## config.mk

```make
export PLATFORM = sky130hd
export DESIGN_NAME = render_scan_scheduler
export DESIGN_NICKNAME = d
export VERILOG_FILES = /design/src/rtl/render_scan_scheduler.sv
export SDC_FILE = /design/constraint.sdc
export NUM_CORES = 1
export LEC_CHECK = 0
export CAP_MARGIN = 25
export CORE_UTILIZATION = 30
export DETAILED_ROUTE_END_ITERATION = 10
export SYNTH_ARGS = -nofsm -noshare
export SYNTH_HDL_FRONTEND = slang
export SYNTH_SLANG_ARGS = --single-unit
```

## constraint.sdc

```tcl
create_clock -name clk -period 20.2 [get_ports clk]
set_clock_uncertainty 0.2 [all_clocks]
set_input_delay 5.05 -clock clk [delete_from_list [all_inputs] [get_ports clk]]
set_output_delay 5.05 -clock clk [all_outputs]
set_load 0.05 [all_outputs]
```

## src/rtl/render_scan_scheduler.sv

```systemverilog
// Raster-order pixel scheduler: for every screen pixel it scans the block table serially
// through a synchronous read port, resolves doodle/block/background priority and emits one
// colored pixel per valid/ready handshake.
`timescale 1ns / 1ps

module render_scan_scheduler #(
  parameter int unsigned SCREEN_WIDTH  = 400,
  parameter int unsigned SCREEN_HEIGHT = 700,
  parameter int unsigned BLOCK_WIDTH   = 40,
  parameter int unsigned NUM_BLOCKS    = 16,
  parameter int unsigned ADDR_W        = 4
) (
  input  logic              clk,
  input  logic              reset,
  input  logic              start,
  input  logic [31:0]       doodleX,
  input  logic [31:0]       doodleY,
  input  logic [31:0]       minY,
  output logic              blk_rd,
  output logic [ADDR_W-1:0] blk_addr,
  input  logic [31:0]       blk_x,
  input  logic [31:0]       blk_y,
  input  logic              blk_active,
  output logic              pix_valid,
  input  logic              pix_ready,
  output logic [31:0]       pix_x,
  output logic [31:0]       pix_y,
  output logic [23:0]       pix_color,
  output logic              busy,
  output logic              frame_done
);

  localparam logic [31:0]       XLast    = 32'(SCREEN_WIDTH - 1);
  localparam logic [31:0]       YLast    = 32'(SCREEN_HEIGHT - 1);
  localparam logic [31:0]       BlkW     = 32'(BLOCK_WIDTH);
  localparam logic [ADDR_W-1:0] LastK    = ADDR_W'(NUM_BLOCKS - 1);
  localparam logic [23:0]       ColBkgnd = 24'h0FAF0F;
  localparam logic [23:0]       ColBlock = 24'hFF000F;
  localparam logic [23:0]       ColDood  = 24'h00FF00;

  typedef enum logic [1:0] {
    StIdle,
    StFetch,
    StResolve,
    StEmit
  } state_e;

  state_e            state_q, state_d;
  logic [ADDR_W-1:0] k_q, k_d;
  logic              rd_q, rd_d;
  logic              hit_q, hit_d;
  logic [31:0]       x_q, x_d;
  logic [31:0]       y_q, y_d;
  logic [31:0]       dx_q, dx_d;
  logic [31:0]       dy_q, dy_d;
  logic [31:0]       miny_q, miny_d;
  logic              pix_valid_q, pix_valid_d;
  logic [31:0]       pix_x_q, pix_x_d;
  logic [31:0]       pix_y_q, pix_y_d;
  logic [23:0]       pix_color_q, pix_color_d;
  logic              busy_q, busy_d;
  logic              done_q, done_d;
  logic              blk_rd_c;
  logic [ADDR_W-1:0] blk_addr_c;

  logic              blk_match;
  logic              dhit;
  logic              final_hit;

  // Entry read last cycle is compared now; the subtraction form avoids blk_x+width wrap.
  assign blk_match = rd_q && blk_active && (blk_y == y_q) && (x_q >= blk_x) &&
                     ((x_q - blk_x) < BlkW);
  // Screen-space doodle row wraps mod 2^32 when the camera is above the doodle.
  assign dhit      = (dx_q == x_q) && ((dy_q - miny_q) == y_q);
  assign final_hit = hit_q | blk_match;

  // Next-state, read-port and pixel-register logic.
  always_comb begin
    state_d     = state_q;
    k_d         = k_q;
    hit_d       = hit_q;
    x_d         = x_q;
    y_d         = y_q;
    dx_d        = dx_q;
    dy_d        = dy_q;
    miny_d      = miny_q;
    pix_valid_d = pix_valid_q;
    pix_x_d     = pix_x_q;
    pix_y_d     = pix_y_q;
    pix_color_d = pix_color_q;
    busy_d      = busy_q;
    done_d      = 1'b0;
    blk_rd_c    = 1'b0;
    blk_addr_c  = '0;

    case (state_q)
      StIdle: begin
        if (start) begin
          dx_d    = doodleX;
          dy_d    = doodleY;
          miny_d  = minY;
          x_d     = '0;
          y_d     = '0;
          k_d     = '0;
          busy_d  = 1'b1;
          state_d = StFetch;
        end
      end

      StFetch: begin
        blk_rd_c   = 1'b1;
        blk_addr_c = k_q;
        hit_d      = (k_q == '0) ? 1'b0 : (hit_q | blk_match);
        if (k_q == LastK) begin
          k_d     = '0;
          state_d = StResolve;
        end else begin
          k_d = k_q + ADDR_W'(1);
        end
      end

      StResolve: begin
        pix_valid_d = 1'b1;
        pix_x_d     = x_q;
        pix_y_d     = y_q;
        if (dhit) begin
          pix_color_d = ColDood;
        end else if (final_hit) begin
          pix_color_d = ColBlock;
        end else begin
          pix_color_d = ColBkgnd;
        end
        state_d = StEmit;
      end

      StEmit: begin
        if (pix_ready) begin
          pix_valid_d = 1'b0;
          if (x_q == XLast) begin
            x_d = '0;
            if (y_q == YLast) begin
              done_d  = 1'b1;
              busy_d  = 1'b0;
              state_d = StIdle;
            end else begin
              y_d     = y_q + 32'd1;
              state_d = StFetch;
            end
          end else begin
            x_d     = x_q + 32'd1;
            state_d = StFetch;
          end
        end
      end

      default: state_d = StIdle;
    endcase

    rd_d = blk_rd_c;
  end

  // State and datapath registers; reset aborts any frame in flight.
  always_ff @(posedge clk or posedge reset) begin
    if (reset) begin
      state_q     <= StIdle;
      k_q         <= '0;
      rd_q        <= 1'b0;
      hit_q       <= 1'b0;
      x_q         <= '0;
      y_q         <= '0;
      dx_q        <= '0;
      dy_q        <= '0;
      miny_q      <= '0;
      pix_valid_q <= 1'b0;
      pix_x_q     <= '0;
      pix_y_q     <= '0;
      pix_color_q <= '0;
      busy_q      <= 1'b0;
      done_q      <= 1'b0;
    end else begin
      state_q     <= state_d;
      k_q         <= k_d;
      rd_q        <= rd_d;
      hit_q       <= hit_d;
      x_q         <= x_d;
      y_q         <= y_d;
      dx_q        <= dx_d;
      dy_q        <= dy_d;
      miny_q      <= miny_d;
      pix_valid_q <= pix_valid_d;
      pix_x_q     <= pix_x_d;
      pix_y_q     <= pix_y_d;
      pix_color_q <= pix_color_d;
      busy_q      <= busy_d;
      done_q      <= done_d;
    end
  end

  assign blk_rd     = blk_rd_c;
  assign blk_addr   = blk_addr_c;
  assign pix_valid  = pix_valid_q;
  assign pix_x      = pix_x_q;
  assign pix_y      = pix_y_q;
  assign pix_color  = pix_color_q;
  assign busy       = busy_q;
  assign frame_done = done_q;

endmodule

```

==> qor_table.md <==
| Stage | Metric | Value |
|---|---|---|
| clocking | Clk Latency, worst-skew pair | 0.56 ns |
| finish | Area added between synthesis and finish | 25.1% |
| clocking | Total clock sinks | 239 |
| clocking | Clock H-tree levels | 1 |
| synthesis | Cells taking the most area after synthesis | dfrtp_1, mux2_2, xnor2_1 |
| synthesis | Number of flops mapped to enable cells by yosys | 0 |
| hold path | Startpoint of the tightest hold check path | pix_y[13] |
| power | Cell Pwr Density | 133 nW/um^2 |
| clocking | Number of instances resized during post-cts repair | 0 |
| placement | Setup WS pre-CTS | 11.19 ns |
| route | Iter 0 DRT Violations | 711 |
| die | Die boundary width | 230 um |
| route | First-pass detailed-route iteration total | 5 |
| critical path | R2R Path End | pix_color[22] |
| synthesis | Warnings, synthesis | 0 |
| hold path | Hold-critical path endpoint | pix_y[13] |
| die | Top-level port count | 261 |
| grt | Global Route Usage Sum | 0.198 |
| placement | Final weighted congestion of routability-driven global placement | 0.928 |
| critical path | Critical path launch point type | input pin |
| clocking | Root cell of the clock tree | clkbuf_16 |
| clocking | Clock input transition at the sequential cells of the worst setup and hold paths | 0.06 ns |
| die | Core footprint | 51300 sq um |
| critical path | FF-to-FF Start | dy_q[12] |
| status | Outcome | finished, final reports clean |
| synthesis | Post-Synthesis Cells | 1642 |
| critical path | Data arrival, critical path | 8.76 ns |
| critical path | Cells on worst reg2reg path | 11 |
| die | Starting density of the core | 0.303 |
| finish | Leading cell type in the layout, fill and taps excluded | clkdlybuf4s50_1 |
| route | Drt drc | 0 |
| route | Metal1 wirelength | 25.5 mm |
| synthesis | Post-Synthesis Mean Instance Area | 9.48 sq um |
| route | Residual antenna-violating net count after detailed routing | 0 |
| timing | Final clock period utilization by the worst path | 0.419 |
| synthesis | #FFs+latches synth | 239 |
| critical path | Endpoint class of the critical path | flop |
| route | Amount of wire on met3 after detailed routing | 2.98 mm |
| timing | Least-Margin Pin Slew | 0.987 ns |
| route | WL met2 | 23.4 mm |
| flow run | Number of maximum-capacitance constraint violations | 0 |
| timing | Least setup slack across all paths after layout | 11.74 ns |
| critical path | R2r setup slk | 15.41 ns |
| placement | Total of buffers placed on input and output ports | 256 |
| synthesis | Post-synthesis adder-cell area fraction | 0.0584 |
| grt | Grt total ovfl | 0 |
| grt | Number of antenna violations at the first check in global routing | 3 |
| power | Standby leakage power | 8.34 nW |
| die | Die extent in y | 230 um |
| synthesis | Compound-Gate Fraction of Synth Area | 0.120 |
| synthesis | Post-synthesis xor/xnor area fraction | 0.0945 |
| grt | Vias in the first global route | 13.1k |
| finish | Highest-count cells in the layout ignoring fill and taps | clkdlybuf4s50_1, dfrtp_1, mux2_2 |
| clocking | CTS Buf Count | 29 |
| synthesis | Basic-gate share of the synthesized area counting and, or, nand and nor cells | 0.159 |
| clocking | CTS tree | done |
| finish | Fraction of layout instances using a drive strength above 1 | 0.133 |
| timing | Fin Setup TNS | 0 ns |
| placement | Dpl hpwl | 41.1 mm |
| clocking | Post-CTS setup buffers | 0 |
| die | DIE AREA | 52800 sq um |
| timing | Number of slew-limit violations in the final report | 0 |
| route | Total via count in the routed design | 13.2k |
| synthesis | Async set-reset flop share out of synthesis | 1.00 |
| synthesis | Library cell with the largest summed area after synthesis | dfrtp_1 |
| grt | First-pass GRT wire length | 81.0 mm |
| route | Vias per cell | 5.24 |
| die | FP Rows | 83 |
| critical path | Crit path kind | in -> reg |
| synthesis | Top-area cell type share of the netlist area | 0.384 |
| synthesis | Combinational family with the most area after synthesis | simple AND/OR/NAND/NOR gates |
| synthesis | Unique masters post-synth | 81 |
| synthesis | Sequential share of the synthesized area | 0.384 |
| timing | Remaining max-slew budget at the tightest pin | 0.325 |
| critical path | Required time worst endpoint | 20.50 ns |
| timing | # setup viols final | 0 |
| timing | Post-layout minimum cycle time | 8.46 ns |
| route | Total length of routed wires | 53.1 mm |
| clocking | Maximum root-to-sink buffer count | 3 |
| finish | Antenna Diode Count | 0 |
| clocking | Hold_buf cts | 0 |
| finish | Final layout net count | 2061 |
| finish | # fillers | 5125 |
| grt | Pin count of the biggest net entering global routing | 118 |
| route | Routed wire per std cell | 21.1 um |
| route | Top layer in use | met5 |
| timing | Max Clock Freq | 118 MHz |
| synthesis | Most used DFF post-synth | dfrtp_1 |
| power | VDD IR max | 81.9 uV |
| hold path | Instance count along the most critical hold path | 1 |
| timing | Unrepaired setup endpoints after global routing | false |
| synthesis | Multiplexer area fraction after synthesis | 0.124 |
| critical path | Highest net fanout along the worst path | 10 |
| timing | Worst hold slack | 0.305 ns |
| finish | Sequential cell area | 5980 sq um |
| timing | Final hold violations | 0 |
| hold path | Kind of path behind the tightest hold check | reg -> reg |
| synthesis | Post-synthesis instance area | 15600 sq um |
| finish | Area of the multi-input gates | 8700 sq um |
==> cell families (layout without fill, tap and decap cells) <==
logic type	after synthesis	count (layout)
and+or+nand+nor	492	492
AOI/OAI and AO/OA	285	285
DFF	239	239
buffers and inverters	212	404
muxes	173	173
xor gates and xnor gates	168	168
adders and majority gates	72	72
other	1	4
==> per-stage QoR <==
stage	instances	util	cell area, sq um	power [mW]
2_1_floorplan	1645	-	15600	1.65
3_3_place_gp	2472	0.361	18500	2.06
3_5_place_dp	2473	0.361	18500	2.06
4_1_cts	2517	0.379	19500	2.60
5_1_grt	2517	0.379	19500	2.77
6_report	2517	0.379	19500	2.59
==> report_power, final <==
part,internal (mW),switching [mW],total (mW)
Clock,0.318,0.207,0.525
Sequential,0.600,0.0945,0.694
Combinational,0.544,0.831,1.38
==> cells in the mapped netlist (4+ instances only) <==
master,n
nor3_1,33
or3_1,13
buf_2,16
nand3_1,46
a211oi_1,17
a21o_1,10
nor4_1,23
a21boi_0,7
inv_1,93
xor2_1,64
nand2b_1,7
dfrtp_1,239
a22o_1,5
and4_1,5
o211ai_1,9
o2111ai_1,5
ha_1,71
nand4_1,62
mux2i_1,9
o21a_1,9
buf_4,22
nor2_1,134
nor2b_1,6
a2111oi_0,7
clkbuf_1,72
buf_1,6
o31ai_1,5
o21ai_0,64
o21bai_1,4
a22oi_1,4
xnor2_1,104
a21oi_1,88
and2_1,9
mux2_2,164
o21ai_1,5
and3_1,20
nand2_1,109
==> critical path: stages <==
cell and delay, ns:
clkdlybuf4s50_1 0.46, inv_1 0.05, ha_1 0.45, nand4_1 0.31, nor3_1 0.37, nand2_1 0.15, o21bai_1 0.19, a21o_1 0.19
a2111oi_0 0.67, nand4_1 0.30, o311ai_2 0.38, o211a_1 0.19
==> per-layer routing <==
layer / vias up / GRT usage
met5: - / 0
met4: 6 / 0.0499
met3: 72 / 0.0299
met2: 406 / 0.309
met1: 6550 / 0.285
li1: 6149 / -
==> how the worst max path moves through the flow <==
stage               from             to  slack, ns  cells past startpoint
2_1_floorplan      reset           busy       8.39                      1
5_1_grt        blk_x[14]  pix_color[15]      11.43                     13
6_report       blk_x[17]  pix_color[22]      11.74                     12
4_1_cts        blk_x[26]  pix_color[15]      11.78                     13
3_5_place_dp   blk_x[26]  pix_color[15]      11.19                     13
3_3_place_gp   blk_x[26]  pix_color[15]      11.17                     13
==> area by class of cell <==
| class | count | share of cell area |
|---|---|---|
| Multi-Input combinational cell | 1194 | 0.447 |
| Sequential cell | 239 | 0.307 |
| Timing Repair Buffer | 267 | 0.136 |
| Tap cell | 680 | 0.0437 |
| Clock buffer | 37 | 0.0419 |
| Inverter | 93 | 0.0183 |
| Clock inverter | 7 | 0.00611 |
==> registers in the layout, summed over array words and instances, names as in the netlist, 2 cells and up <==
signal / flops
y_q: 32
x_q: 32
state_q: 2
miny_q: 32
dx_q: 32
pix_color: 4
pix_y: 32
dy_q: 32
pix_x: 32
k_q: 4
(Power assumes the default switching activity.)
